--- src/rtl/hps_pixel_loader.sv ---
// hps_pixel_loader: streams grayscale pixels from the HPS side into the image RAM
// using a one-cycle write request, a done_write acknowledge and a bounded wait.
module hps_pixel_loader #(
  parameter int NUM_PIXELS = 19200,
  parameter int ADDR_W     = 15,
  parameter int TIMEOUT    = 16
) (
  input  logic              clk_100,
  input  logic              reset,
  input  logic              start,
  input  logic [ADDR_W-1:0] base_addr,
  input  logic              pixel_valid,
  input  logic [7:0]        pixel_data,
  output logic              pixel_ready,
  output logic              SolicitaEscrita,
  output logic [ADDR_W-1:0] addr_in_hps,
  output logic [7:0]        dados_pixel_hps,
  input  logic              done_write,
  output logic              busy,
  output logic              load_done,
  output logic              error,
  output logic [ADDR_W-1:0] pixel_count
);

  localparam int TO_W = $clog2(TIMEOUT + 1);
  // The completion test looks at the count before it is incremented.
  localparam logic [ADDR_W-1:0] LAST_COUNT = ADDR_W'(NUM_PIXELS - 1);
  localparam logic [TO_W-1:0]   TO_LAST    = TO_W'(TIMEOUT - 1);

  typedef enum logic [2:0] {
    IDLE,
    ACCEPT,
    REQUEST,
    WAIT_ACK,
    DONE,
    ERROR
  } state_t;

  state_t            state;
  state_t            state_next;
  logic [ADDR_W-1:0] base_reg;
  logic [TO_W-1:0]   timeout_cnt;

  always_ff @(posedge clk_100) begin
    if (!reset) begin
      state <= IDLE;
    end else begin
      state <= state_next;
    end
  end

  always_comb begin
    state_next      = state;
    pixel_ready     = 1'b0;
    SolicitaEscrita = 1'b0;
    busy            = 1'b0;
    load_done       = 1'b0;
    case (state)
      IDLE, ERROR: begin
        if (start) state_next = ACCEPT;
      end
      ACCEPT: begin
        pixel_ready = 1'b1;
        busy        = 1'b1;
        if (pixel_valid) state_next = REQUEST;
      end
      REQUEST: begin
        SolicitaEscrita = 1'b1;
        busy            = 1'b1;
        state_next      = WAIT_ACK;
      end
      WAIT_ACK: begin
        busy = 1'b1;
        if (done_write) begin
          state_next = (pixel_count == LAST_COUNT) ? DONE : ACCEPT;
        end else if (timeout_cnt == TO_LAST) begin
          state_next = ERROR;
        end
      end
      DONE: begin
        busy       = 1'b1;
        load_done  = 1'b1;
        state_next = IDLE;
      end
      default: state_next = IDLE;
    endcase
  end

  // Address and data are latched at acceptance so they hold steady until the ack.
  always_ff @(posedge clk_100) begin
    if (!reset) begin
      base_reg        <= '0;
      addr_in_hps     <= '0;
      dados_pixel_hps <= '0;
      pixel_count     <= '0;
      timeout_cnt     <= '0;
      error           <= 1'b0;
    end else begin
      case (state)
        IDLE, ERROR: begin
          if (start) begin
            base_reg    <= base_addr;
            pixel_count <= '0;
            error       <= 1'b0;
          end
        end
        ACCEPT: begin
          if (pixel_valid) begin
            dados_pixel_hps <= pixel_data;
            addr_in_hps     <= base_reg + pixel_count;
          end
        end
        REQUEST: begin
          timeout_cnt <= '0;
        end
        WAIT_ACK: begin
          if (done_write) begin
            pixel_count <= pixel_count + ADDR_W'(1);
          end else begin
            timeout_cnt <= timeout_cnt + TO_W'(1);
            if (timeout_cnt == TO_LAST) error <= 1'b1;
          end
        end
        default: ;
      endcase
    end
  end

endmodule
--- config.mk ---
export PLATFORM = sky130hd
export DESIGN_NAME = hps_pixel_loader
export DESIGN_NICKNAME = d
export VERILOG_FILES = /design/src/rtl/hps_pixel_loader.sv
export SDC_FILE = /design/constraint.sdc
export NUM_CORES = 1
export LEC_CHECK = 0
export CORE_MARGIN = 2
export CORE_UTILIZATION = 52
export CTS_CLUSTER_DIAMETER = 50
export DETAILED_ROUTE_END_ITERATION = 16
export PLACE_DENSITY = 0.77
export SLEW_MARGIN = 20
export SYNTH_ARGS = -nofsm -noshare
export SYNTH_HDL_FRONTEND = slang
export SYNTH_SLANG_ARGS = --single-unit
--- constraint.sdc ---
create_clock -name clk_100 -period 2.2 [get_ports clk_100]
set_input_delay 0.44 -clock clk_100 [delete_from_list [all_inputs] [get_ports clk_100]]
set_output_delay 0.44 -clock clk_100 [all_outputs]
set_load 0.01 [all_outputs]
==> reports/results.env <==
SYNTH_FLOP_TYPE='sky130_fd_sc_hd__dfxtp_1'
INTPOWER_W=0.00182
WORST_SETUP_PATH_START_KIND='register'
TIMING.RR.END='addr_in_hps[14]$_SDFFE_PN0P_'
SYN2LAYOUT_AREA_GROWTH_PCT=32.0
WORST-SETUP-PATH-TYPE='reg2out'
P_LEAK_nW=1.90
CAP_VIOL_MAX_COUNT=0
DIEWIDTH_UM=86.4
AVGVIACOUNTPERCELL=5.68
CRITPATHARRIVALTIME_PS=1660
NETSWITCHINGPOWER_W=0.000633
DIE_AREA_UM2=7460
PLACE.GP.CONGESTION=0.916
TIMING.FINAL.MAX_SLEW_VIOLATIONS=0
FINALCRITPERIODSHARE_PCT=95.5
SYNTHTOPCELLSBYCOUNT='sky130_fd_sc_hd__dfxtp_1 (62), sky130_fd_sc_hd__nand2_1 (48), sky130_fd_sc_hd__a21oi_1 (27)'
IO_PINS=71
WORSTSETUPSTARTPOINT='state[2]$_SDFFE_PN0P_'
TIMING.CRITICAL_PATH.CELLS='nor2b_1 -> and2_1 -> clkdlybuf4s50_1'
CRIT_END='load_done'
POST_SYNTH_FA_HA_MAJ_AREA_FRACTION_PCT=6.59
SYNTH_TOP_FAMILY_BY_AREA='simple AND/OR/NAND/NOR gates'
CLKTRANSATPATHREGS_PS=60
SYNTHMUXAREASHARE_PCT=4.82
FINAL.MIN_CLOCK_PERIOD_PS=2100
PLACE.PORT_BUFFERS=70
VDD.IR_DROP.WORST_mV=0.373
SETUP.WORST_PATH.END_CLASS='output port'
SYNTH_SIMPLE_GATE_AREA_SHARE_PCT=25.4
ANTENNA_FOUND_INITIAL=0
REPORT.FINAL.HOLD_VIOL_COUNT=0
FIN_NETS=550
GRTUSAGETOTAL_PCT=24.9
SYNTH.TOP_CELLS.BY_AREA='sky130_fd_sc_hd__dfxtp_1 (35%), sky130_fd_sc_hd__ha_1 (6.0%), sky130_fd_sc_hd__nand2_1 (5.1%)'
PATH_BUF_INV=1
POSTSYNTH.ASYNCRESETSHARE_PCT=0
SYNTH.FF_LATCH_COUNT=62
POWER.DENSITY_CELL_AREA_nW_PER_UM2=526
TIMING.CRITICAL_PATH.SLOWEST_CELL_DELAY_PS=520
MAX-SLEW-MARGIN-REL_PCT=54.8
ROUTED_WL_UM=8710
ANTENNA-DIODE-COUNT=0
CTS_MAX_PATH_BUFFERS=2
LIBRARY_CELL_OCCUPYING_THE_MOST_AREA_IN_THE_POST_SYNTHESIS_NETLIST='sky130_fd_sc_hd__dfxtp_1'
WORST-PATH-MAX-FANOUT=6
POST-LAYOUT-TOTAL-POWER_W=0.00245
AVGSYNTHCELLAREA_UM2=8.51
ROUTE.VIAS.TOTAL=3341
PWR-SHARE-SEQ_PCT=48.5
ANTENNA_VIOLATION_NET_COUNT_AFTER_DETAILED_ROUTING=0
PATH_DELAY_FAMILY='buffers and inverters'
DRT_PRE_ANTENNA_ITERS=4
ROWS=30
ROUTE.DETAILED.WL_PER_INST_UM=14.8
DETAILEDROUTE.FIRSTITERATIONVIOLATIONS=160
YOSYS.AREA.TOP_TYPE_SHARE_PCT=35.2
YOSYSMOSTFREQUENTCELL='sky130_fd_sc_hd__dfxtp_1'
COMB_POWER_SHARE_PCT=15.4
FILLERS=553
GRT_SETUP_UNREPAIRED='false'
SYNTH_COMPOUND_AREA_SHARE_PCT=19.2
CTS_MAX_LEVEL=3
CORE_AREA_UM2=6680
SETUP.REG_TO_REG.WORST_SLACK_PS=110
HOLD_WS_PS=452
DRIVE_ABOVE_1_SHARE_PCT=10.4
R2R.WORST_PATH.CELLS=7
DRC=0
FIN_WORST_SKEW_PS=5.58
RUN_STATUS='complete, no violations'
MAXIMUM_NUMBER_OF_PINS_ON_ONE_NET_BEFORE_GLOBAL_ROUTE_REPAIR=58
SYNTH_SEQ_AREA_SHARE_PCT=35.2
SYNTH_EDF_COUNT=0
CTS.SINKS=62
CTS_ROOT_BUF='sky130_fd_sc_hd__clkbuf_8'
CLOCK.FMAX_MHz=476
CTS_INSERTED_BUFFERS=9
TIGHTESTPINTRANSITION_PS=671
YOSYSWARNINGCOUNT=0
SETUP_VIOL=0
SYNTH_FP_NETS=461
POWER.SHARE.CLOCK_PCT=36.1
DIE_Y_UM=86.4
CLOCK_INSERTION_DELAY_WORST_SKEW_PS=340
WORSTHOLDPATHTYPE='reg2reg'
YOSYS.AREA_SHARE.XOR_XNOR_PCT=4.46
DISTINCT_CELL_TYPE_COUNT_AFTER_SYNTHESIS=62
POST_SYNTH_INST_COUNT=415
GLOBAL_ROUTE.OVERFLOW_TOTAL=0
PATH_DEPTH=3
NETLIST_AREA_UM2=3530
GRT_PASS1_WL_UM=14700
VIAS_IN_THE_FIRST_GLOBAL_ROUTE=3160
DETAILED_PLACE_HPWL_UM=6370
CTS_TREE='yes'
START_UTIL_PCT=52.8
CRIT_PATH_TOP_DELAY_CELL='sky130_fd_sc_hd__clkdlybuf4s50_1'
SWITCHING_SHARE_PCT=25.8
CRITPATHREQUIREDTIME_PS=1760
R2R_START='pixel_count[0]$_SDFFE_PN0P_'
-- final cells by class --
| cell class | instances | area, um2 | share of cell area [%] |
|---|---|---|---|
| Multi-Input combinational cell | 320 | 2140 | 45.9 |
| Sequential cell | 62 | 1240 | 26.7 |
| Timing Repair Buffer | 101 | 971 | 20.8 |
| Clock buffer | 14 | 163 | 3.49 |
| Tap cell | 80 | 100 | 2.15 |
| Inverter | 10 | 37.5 | 0.806 |
| Clock inverter | 1 | 5.00 | 0.107 |
-- layer usage --
metal,part of all wire [%],global-route usage [%]
met1,45,31.9
met2,49,42.1
met3,4.9,6.29
met4,1.3,6.39
met5,0,0
-- per-stage QoR --
stage          area (um2)  setup slack, ps  cells  TNS [ps]  utilization [%]
3_5_place_dp         4490             -119    573      -224             67.2
5_1_grt              4660             10.7    588         0             69.7
6_report             4660             98.2    588         0             69.7
2_1_floorplan        3530              147    415         0                -
4_1_cts              4660             18.4    588         0             69.7
3_3_place_gp         4490            -72.8    573      -146             67.2
-- layout by cell type, fill, tap and decap left out, drive strengths merged, types with 2 or more instances in the layout --
master	netlist	layout
o22ai	3	3
o21ai	18	18
dfxtp	62	62
inv	10	10
or3	5	5
xnor2	3	3
nand3	17	17
and2	10	10
nor3b	3	3
o31ai	3	3
nand2	48	48
ha	17	17
nor2b	23	23
nand4	5	5
o21bai	2	2
clkbuf	16	14
o211a	2	2
nor2	26	26
nor3	7	7
and4	3	3
clkdlybuf4s50	0	70
nor4	3	3
and3	6	6
mux2i	17	17
a22oi	2	2
nand2b	3	3
nand4b	2	2
a221o	2	2
a32oi	2	2
a21oi	28	28
o2111ai	2	2
o2111a	3	3
o211ai	8	8
a21o	3	3
a21boi	12	12
buf	7	31
xor2	15	15
-- worst reg2reg max path, cell delays in order, from the launching register on --
cell and delay [ps]:
sky130_fd_sc_hd__dfxtp_1 320, sky130_fd_sc_hd__ha_1 230, sky130_fd_sc_hd__fa_1 420, sky130_fd_sc_hd__a21oi_1 260
sky130_fd_sc_hd__o22ai_1 130, sky130_fd_sc_hd__o21ai_1 240, sky130_fd_sc_hd__nor2_1 80, sky130_fd_sc_hd__o41ai_1 320
-- cell families (layout without fill, tap and decap cells) --
logic type,count (synthesis),count (layout)
adder cells (fa/ha/maj),18,18
AND/OR/NAND/NOR,168,168
flip-flops,62,62
AO/OA/AOI/OAI,99,99
XOR/XNOR,18,18
multiplexers,17,17
buffers and inverters,33,126
-- how the worst min path moves through the flow --
stage,cells after the start,to,start
after global placement,2,error$_SDFFE_PN0P_,error$_SDFFE_PN0P_
after global routing,2,dados_pixel_hps[4]$_SDFFE_PN0P_,dados_pixel_hps[4]$_SDFFE_PN0P_
after CTS,2,error$_SDFFE_PN0P_,error$_SDFFE_PN0P_
after detailed placement,2,error$_SDFFE_PN0P_,error$_SDFFE_PN0P_
final,2,error$_SDFFE_PN0P_,error$_SDFFE_PN0P_
after floorplan,2,error$_SDFFE_PN0P_,error$_SDFFE_PN0P_
-- power by group through the flow --
| stage | clock network [W] | logic (W) | registers [W] |
|---|---|---|---|
| 2_1_floorplan | 0 | 0.000209 | 0.00121 |
| 3_3_place_gp | 0 | 0.000369 | 0.00121 |
| 3_5_place_dp | 0 | 0.000376 | 0.00121 |
| 4_1_cts | 0.000902 | 0.000379 | 0.00119 |
| 5_1_grt | 0.000946 | 0.000416 | 0.00119 |
| 6_report | 0.000886 | 0.000378 | 0.00119 |
-- what timing repair did --
action,4_1_cts,5_1_grt
endpoints found under the setup margin,0,7
gates resized for setup,0,4
hold buffers,0,0
buffers inserted,0,0
hold endpoints to repair,0,0
Power figures use the tool's default switching activity.
